**src/rtl/num_ascii_pkg.sv**
```systemverilog
// Shared types and constants for the binary-to-decimal ASCII stream converter.
// NUM_TO_ASCII_NEWLINE_EN adds a trailing newline state.
package num_ascii_pkg;

`ifdef NUM_TO_ASCII_NEWLINE_EN
  typedef enum logic [2:0] {StIdle, StConvert, StSkip, StEmit, StNewline} state_e;
`else
  typedef enum logic [2:0] {StIdle, StConvert, StSkip, StEmit} state_e;
`endif

  localparam logic [7:0]  ASCII_ZERO  = 8'h30;
  localparam logic [7:0]  ASCII_NL    = 8'h0A;
  localparam int unsigned BCD_DIGITS  = 20;
  localparam int unsigned IN_WIDTH    = 64;
  localparam int unsigned CONV_CYCLES = 64;
  localparam int unsigned BCD_WIDTH   = 4 * BCD_DIGITS;

endpackage

```
**src/rtl/bcd_add3.sv**
```systemverilog
// Double-dabble digit correction: digits of 5 or more get 3 added before the shift.
module bcd_add3 #(
  parameter int unsigned UUID = 0
) (
  input  logic [3:0] digit_i,
  output logic [3:0] digit_o
);

  assign digit_o = (digit_i >= 4'd5) ? digit_i + 4'd3 : digit_i;

endmodule

```
**src/rtl/number_to_ascii_stream.sv**
```systemverilog
// Converts a 64-bit unsigned value to a decimal ASCII byte stream, MSD first, no leading zeros.
// Define NUM_TO_ASCII_NEWLINE_EN to append 8'h0A after the units digit.
module number_to_ascii_stream
  import num_ascii_pkg::*;
#(
  parameter int unsigned UUID = 0,
  parameter string       NAME = ""
) (
  input  logic                clk,
  input  logic                rst,
  input  logic [IN_WIDTH-1:0] in_value,
  input  logic                in_valid,
  output logic                in_ready,
  output logic [7:0]          out_byte,
  output logic                out_valid,
  input  logic                out_ready,
  output logic                out_last
);

  localparam logic [5:0] CntLast   = 6'(CONV_CYCLES - 1);
  localparam logic [4:0] IdxLast   = 5'(BCD_DIGITS - 1);
  localparam logic [4:0] IdxPenult = 5'(BCD_DIGITS - 2);

  state_e                 state_q, state_d;
  logic [IN_WIDTH-1:0]    shift_q, shift_d;
  logic [BCD_WIDTH-1:0]   bcd_q, bcd_d;
  logic [BCD_WIDTH-1:0]   bcd_adj;
  logic [5:0]             cnt_q, cnt_d;
  logic [4:0]             idx_q, idx_d;
  logic [3:0]             top_digit;
  logic [3:0]             next_digit;

  for (genvar g = 0; g < BCD_DIGITS; g++) begin : g_add3
    bcd_add3 #(
      .UUID(UUID ^ 32'(g + 1))
    ) u_add3 (
      .digit_i(bcd_q[4*g +: 4]),
      .digit_o(bcd_adj[4*g +: 4])
    );
  end

  assign top_digit  = bcd_q[BCD_WIDTH-1 -: 4];
  assign next_digit = bcd_q[BCD_WIDTH-5 -: 4];

  always_comb begin
    state_d = state_q;
    shift_d = shift_q;
    bcd_d   = bcd_q;
    cnt_d   = cnt_q;
    idx_d   = idx_q;
    unique case (state_q)
      StIdle: begin
        if (in_valid) begin
          shift_d = in_value;
          bcd_d   = '0;
          cnt_d   = '0;
          state_d = StConvert;
        end
      end
      StConvert: begin
        {bcd_d, shift_d} = {bcd_adj, shift_q} << 1;
        cnt_d = cnt_q + 6'd1;
        if (cnt_q == CntLast) begin
          idx_d   = '0;
          state_d = StSkip;
        end
      end
      StSkip: begin
        // Look one digit ahead so a run of z zeros costs exactly z cycles.
        if (top_digit == 4'd0 && idx_q != IdxLast) begin
          bcd_d = bcd_q << 4;
          idx_d = idx_q + 5'd1;
          if (next_digit != 4'd0 || idx_q == IdxPenult) begin
            state_d = StEmit;
          end
        end else begin
          state_d = StEmit;
        end
      end
      StEmit: begin
        if (out_ready) begin
          if (idx_q == IdxLast) begin
`ifdef NUM_TO_ASCII_NEWLINE_EN
            state_d = StNewline;
`else
            state_d = StIdle;
`endif
          end else begin
            bcd_d = bcd_q << 4;
            idx_d = idx_q + 5'd1;
          end
        end
      end
`ifdef NUM_TO_ASCII_NEWLINE_EN
      StNewline: begin
        if (out_ready) begin
          state_d = StIdle;
        end
      end
`endif
      default: state_d = StIdle;
    endcase
  end

  always_comb begin
    in_ready  = (state_q == StIdle);
    out_valid = 1'b0;
    out_byte  = 8'h00;
    out_last  = 1'b0;
    unique case (state_q)
      StEmit: begin
        out_valid = 1'b1;
        out_byte  = ASCII_ZERO + {4'h0, top_digit};
`ifndef NUM_TO_ASCII_NEWLINE_EN
        out_last  = (idx_q == IdxLast);
`endif
      end
`ifdef NUM_TO_ASCII_NEWLINE_EN
      StNewline: begin
        out_valid = 1'b1;
        out_byte  = ASCII_NL;
        out_last  = 1'b1;
      end
`endif
      default: ;
    endcase
  end

  always_ff @(posedge clk) begin
    if (!rst) begin
      state_q <= StIdle;
      shift_q <= '0;
      bcd_q   <= '0;
      cnt_q   <= '0;
      idx_q   <= '0;
    end else begin
      state_q <= state_d;
      shift_q <= shift_d;
      bcd_q   <= bcd_d;
      cnt_q   <= cnt_d;
      idx_q   <= idx_d;
    end
  end

endmodule

```
**config.mk**
```make
export PLATFORM = sky130hd
export DESIGN_NAME = number_to_ascii_stream
export DESIGN_NICKNAME = d
export VERILOG_FILES = /design/src/rtl/num_ascii_pkg.sv /design/src/rtl/bcd_add3.sv /design/src/rtl/number_to_ascii_stream.sv
export SDC_FILE = /design/constraint.sdc
export NUM_CORES = 1
export LEC_CHECK = 0
export BUFFER_PORTS_ARGS = -buffer_cell sky130_fd_sc_hd__buf_2
export CORE_MARGIN = 2
export CORE_UTILIZATION = 65
export CTS_CLUSTER_DIAMETER = 100
export DETAILED_ROUTE_END_ITERATION = 16
export PLACE_DENSITY_LB_ADDON = 0.1
export SLEW_MARGIN = 20
export SYNTH_ARGS = -nofsm -noshare
export SYNTH_HDL_FRONTEND = slang
export SYNTH_HIERARCHICAL = 1
export SYNTH_SLANG_ARGS = --single-unit
```
**constraint.sdc**
```tcl
create_clock -name clk -period 4.1 [get_ports clk]
set_input_delay 0 -clock clk [delete_from_list [all_inputs] [get_ports clk]]
set_output_delay 0 -clock clk [all_outputs]
set_load 0.005 [all_outputs]
```
Word-level counts from Yosys, hierarchy flattened. Cells that the tools add are included.

Bits in registers: 158. Memories kept: 0. RAM bits: 0. Output and inout bits: 11. Bits in latches: 0. ROM bits: 0.

Multiply operators: 0. Reduce and logical (&&, ||, !) cells: 12. Equal/unequal tests: 14. Magnitude comparators: 20. Bitwise logic cells: 0. Shifts and indexed selects: 0. Divide/modulo/power cells: 0. Multiplexer cells: 44. $add $sub $neg: 23.

Operators by type and width (number): two-way mux 80 bit (4); one-hot mux 80 bit (4 select lines) (1); one-hot mux 64 bit (2 select lines) (1); >= comparator 4 x 3 -> 1 bit (second input constant) (20); adder 4 x 2 -> 4 bit (second input constant) (19); two-way mux 4 bit (19); two-way mux 64 bit (1); two-way mux 3 bit (7); two-way mux 5 bit (4); one-hot mux 5 bit (3 select lines) (1); AND reduction 5 bit (3); inequality test 2 bit (second input constant) (6); one-hot mux 3 bit (4 select lines) (1); one-hot mux 6 bit (2 select lines) (1); equality test 5 bit (second input constant) (2); nonzero test 4 bit (2); adder 6 x 4 -> 7 bit (first input constant) (1); two-way mux 7 bit (1); adder 6 x 1 -> 6 bit (second input constant) (1); equality test 3 x 2 -> 1 bit (second input constant) (2); equality test 6 bit (second input constant) (1); two-way mux 6 bit (1); adder 5 x 1 -> 5 bit (second input constant) (1); inequality test 5 bit (second input constant) (1); other kinds (11) (12).

Depth between registers and ports, before layout.
Depth after elaboration: 5. Depth in mapped cells: 11. Gate-level depth less buffers: 7.

Hierarchy. The synthesis kept the hierarchy.

Modules (own cells, without submodules): number_to_ascii_stream (times used 1, area each 7201.9 µm², sequential area each 3143.0 µm², cells each 765); bcd_add3 (times used 20, area each 101.3 µm², sequential area each 0.0 µm², cells each 16).

Least setup slack after synthesis. Ideal clock, no wire load.

Kind: reg2reg. From: register state_q[1]. To: register shift_q[10]. Setup slack: 1580 ps. Library setup time: 116 ps. Required time: 3984 ps. Cell stages (with the launch flop): 11. Path buffers: 4. Data arrival time: 2404 ps. Path through: dfxtp_1 > clkbuf_1 > clkbuf_1 > inv_1 > ha_1 > nor2b_1 > a21o_1 > clkbuf_1 > clkbuf_1 > nand2_1 > o211a_1.

Word-level cells in the longest chain between the ends: 3.

Ends and longest elaborated chain: start, declared (RTL line number_to_ascii_stream.sv:24) `state_e state_q, state_d;`; start signal, assigned (RTL line number_to_ascii_stream.sv:131) `state_q <= StIdle;`; start signal, assigned (RTL line number_to_ascii_stream.sv:137) `state_q <= state_d;`; logical NOT 3 bit *; via in_ready (RTL line number_to_ascii_stream.sv:13) `output logic in_ready,`; inequality test 2 bit (no line) or nonzero test 2 bit (tied branches); AND reduction 2 bit (no line); end signal, assigned (RTL line number_to_ascii_stream.sv:138) `shift_q <= shift_d;`; end, declared (RTL line number_to_ascii_stream.sv:25) `logic [IN_WIDTH-1:0] shift_q, shift_d;`.

Mark *: on every way through the listed nets, which the timed path passes. The rest lies on a longest branch. A chain may end at the register's enable or synchronous reset.

Final worst setup path.
From: register state_q[1]. To: register shift_q[23].

Word-level cells in the longest chain between the ends: 3.

Ends and longest elaborated chain: equality test 3 x 1 -> 1 bit or logical NOT 3 bit (tied branches) (RTL line number_to_ascii_stream.sv:51) `unique case (state_q)`; nonzero test 2 bit (no line) or inequality test 2 bit (tied branches); AND reduction 2 bit (no line).

Parallel ways exist; a longest one is shown, timed or not.

==> flow_metrics.py <==
metrics = {
    "synth": {
        "synthCells": 1081,
        "ys_warn_count": 6,
        "syn_avg_cell_area_um2": 8.52,
        "syn-cell-area_um2": 9210,
    },
    "detailed_routing": {
        "vias_per_cell": 6.01,
        "drtAntennaViolNets": 0,
        "wire_per_inst_um": 16.3,
        "wl_um": 22200,
        "drtPass1Iterations": 8,
        "route.detailed.drc": 0,
        "drtIter0Drc": 715,
        "vias": 8175,
    },
    "sta": {
        "final_hold_viol_count": 0,
        "rsz0062_at_grt": "no",
        "worst_pin_slew_ns": 0.913,
        "period_needed_ns": 2.91,
        "finalSetupViolations": 0,
        "slew_viol_final": 0,
        "clock_skew_ns": 0.00970,
        "period_share": 0.711,
        "fmax_mhz": 343,
        "max_slew_margin": 0.392,
        "fin_ws_ns": 1.19,
        "fin_tns_setup_ns": 0,
    },
    "floorplanning": {
        "dieArea_um2": 15100,
        "rows": 43,
        "fp.dieW_um": 123,
        "initial_core_util": 0.663,
        "core-area_um2": 13900,
        "ios": 79,
        "die_h_um": 123,
    },
    "final_layout": {
        "drive_gt1_frac": 0.123,
        "final_nets": 1282,
        "num-fill-cells": 930,
        "area_growth_syn_to_layout_pct": 17.9,
        "multi_input_area_um2": 5590,
        "seq_area_um2": 3140,
    },
    "clock_network": {
        "cts.htree.levels": 4,
        "cts_buffers": 17,
        "cts.sink_count": 157,
        "clk_pin_slew_ns": 0.07,
        "cts_tree": "built",
        "cts_buffer_depth": 2,
        "cts_setup_buffers": 0,
        "clock_latency_ns": 0.43,
        "cts_root_buf": "clkbuf_16",
    },
    "power": {
        "p_per_area_nw_per_um2": 513,
        "power_leakage_nw": 4.68,
        "ir_drop_v": 0.000788,
    },
    "worst_setup_path": {
        "required_ns": 4.42,
        "worst-path-max-fanout": 73,
        "reg2reg_depth": 8,
        "cp.arrival_ns": 3.23,
        "crit_type": "flop to flop",
        "cp-end-kind": "flop",
        "startpoint_type": "flop",
    },
    "hold_path": {
        "hp-class": "input pin to flop",
        "hold_path_depth": 4,
    },
    "global_route": {
        "grt_overflow": 0,
        "antenna_found_initial": 1,
        "grt_pass1_vias": 7679,
        "grt_max_degree": 161,
        "grt_pass1_wl_um": 36000,
        "grt_usage": 0.294,
    },
    "placed_design": {
        "dp_hpwl_um": 11400,
        "port_buffers": 76,
        "finalWeightedCongestion": 0.747,
        "pre_cts_slack_ns": 1.25,
    },
    "status": {
        "status": "completed",
    },
    "run": {
        "max_cap_viol_count": 0,
    },
}
==> worst max-delay path, stage by stage, from the launching register on <==
cell and delay [ns]:
dfxtp_1 0.30, buf_4 0.37, inv_1 0.16, ha_1 0.34
nor2b_1 0.42, a21o_4 0.61, buf_4 0.35, nand2_1 0.10
o211a_1 0.14
==> where the power goes <==
group | internal (W) | total (W) | switching (W) | leakage (nW)
logic | 0.000669 | 0.00203 | 0.00136 | 3.13
clock network | 0.000917 | 0.00158 | 0.000666 | 0.273
registers | 0.00179 | 0.00195 | 0.000167 | 1.28
total | 0.00337 | 0.00557 | 0.00220 | 4.68
==> per-layer routing <==
metal  part of all wire  up-vias  global-route usage
li1                   -     4064                   -
met1               0.43     3839               0.357
met2               0.50      214               0.511
met3              0.042       58              0.0618
met4              0.026        0               0.107
met5                  0        -                   0
==> through the flow <==
step                hold slack (ns)  cells  cell area [µm²]  power, W   util
floorplan                     0.171   1082             9210   0.00346      -
global placement              0.294   1262             9610   0.00380  0.693
detailed placement            0.336   1262             9610   0.00385  0.693
CTS                          0.0101   1359            10900   0.00546  0.782
global route                 0.0422   1360            10900   0.00584  0.782
finish                       0.0213   1360            10900   0.00557  0.782
==> state kept, by name, summed over array words and instances (netlist names) <==
name / cells
bcd_q: 80
cnt_q: 6
shift_q: 64
idx_q: 5
state_q: 2
==> layout by cell type, fill, tap and decap left out, types with 20 or more instances in the layout <==
| cell | instances |
|---|---|
| mux2i_1 | 85 |
| xnor2_1 | 21 |
| nand3_1 | 91 |
| o21ai_0 | 32 |
| buf_2 | 75 |
| ha_1 | 47 |
| inv_1 | 44 |
| a21oi_2 | 20 |
| dfxtp_1 | 157 |
| o211a_1 | 63 |
| o21ai_1 | 20 |
| nand2b_1 | 40 |
| nor2_1 | 27 |
| a22oi_1 | 76 |
| o31ai_1 | 76 |
| dlygate4sd3_1 | 65 |
| nand2_1 | 154 |
==> timing repair <==
item / in CTS / in global routing
hold endpoints to repair: 79 / 0
hold buffers: 65 / 0
gates resized for setup: 0 / 0
==> layout make-up <==
type,instances,share of cell area
Multi-Input combinational cell,795,0.515
Sequential cell,157,0.290
Timing Repair Buffer,151,0.106
Clock buffer,20,0.0412
Tap cell,180,0.0208
Inverter,44,0.0152
Clock inverter,12,0.0128
Antenna cell,1,0.000231
==> path summary, 6_finish.rpt <==
check                                           endpoint                startpoint  slack [ns]
worst min-delay path             state_q[0]$_SDFFE_PN0P_                 out_ready        0.02
worst max-delay path            shift_q[23]$_SDFFE_PN0P_   state_q[1]$_SDFFE_PN0P_        1.19
worst max register to register  shift_q[23]$_SDFFE_PN0P_   state_q[1]$_SDFFE_PN0P_        1.19
worst min register to register  shift_q[49]$_SDFFE_PN0P_  shift_q[49]$_SDFFE_PN0P_        0.50
Power figures use the tool's default switching activity.
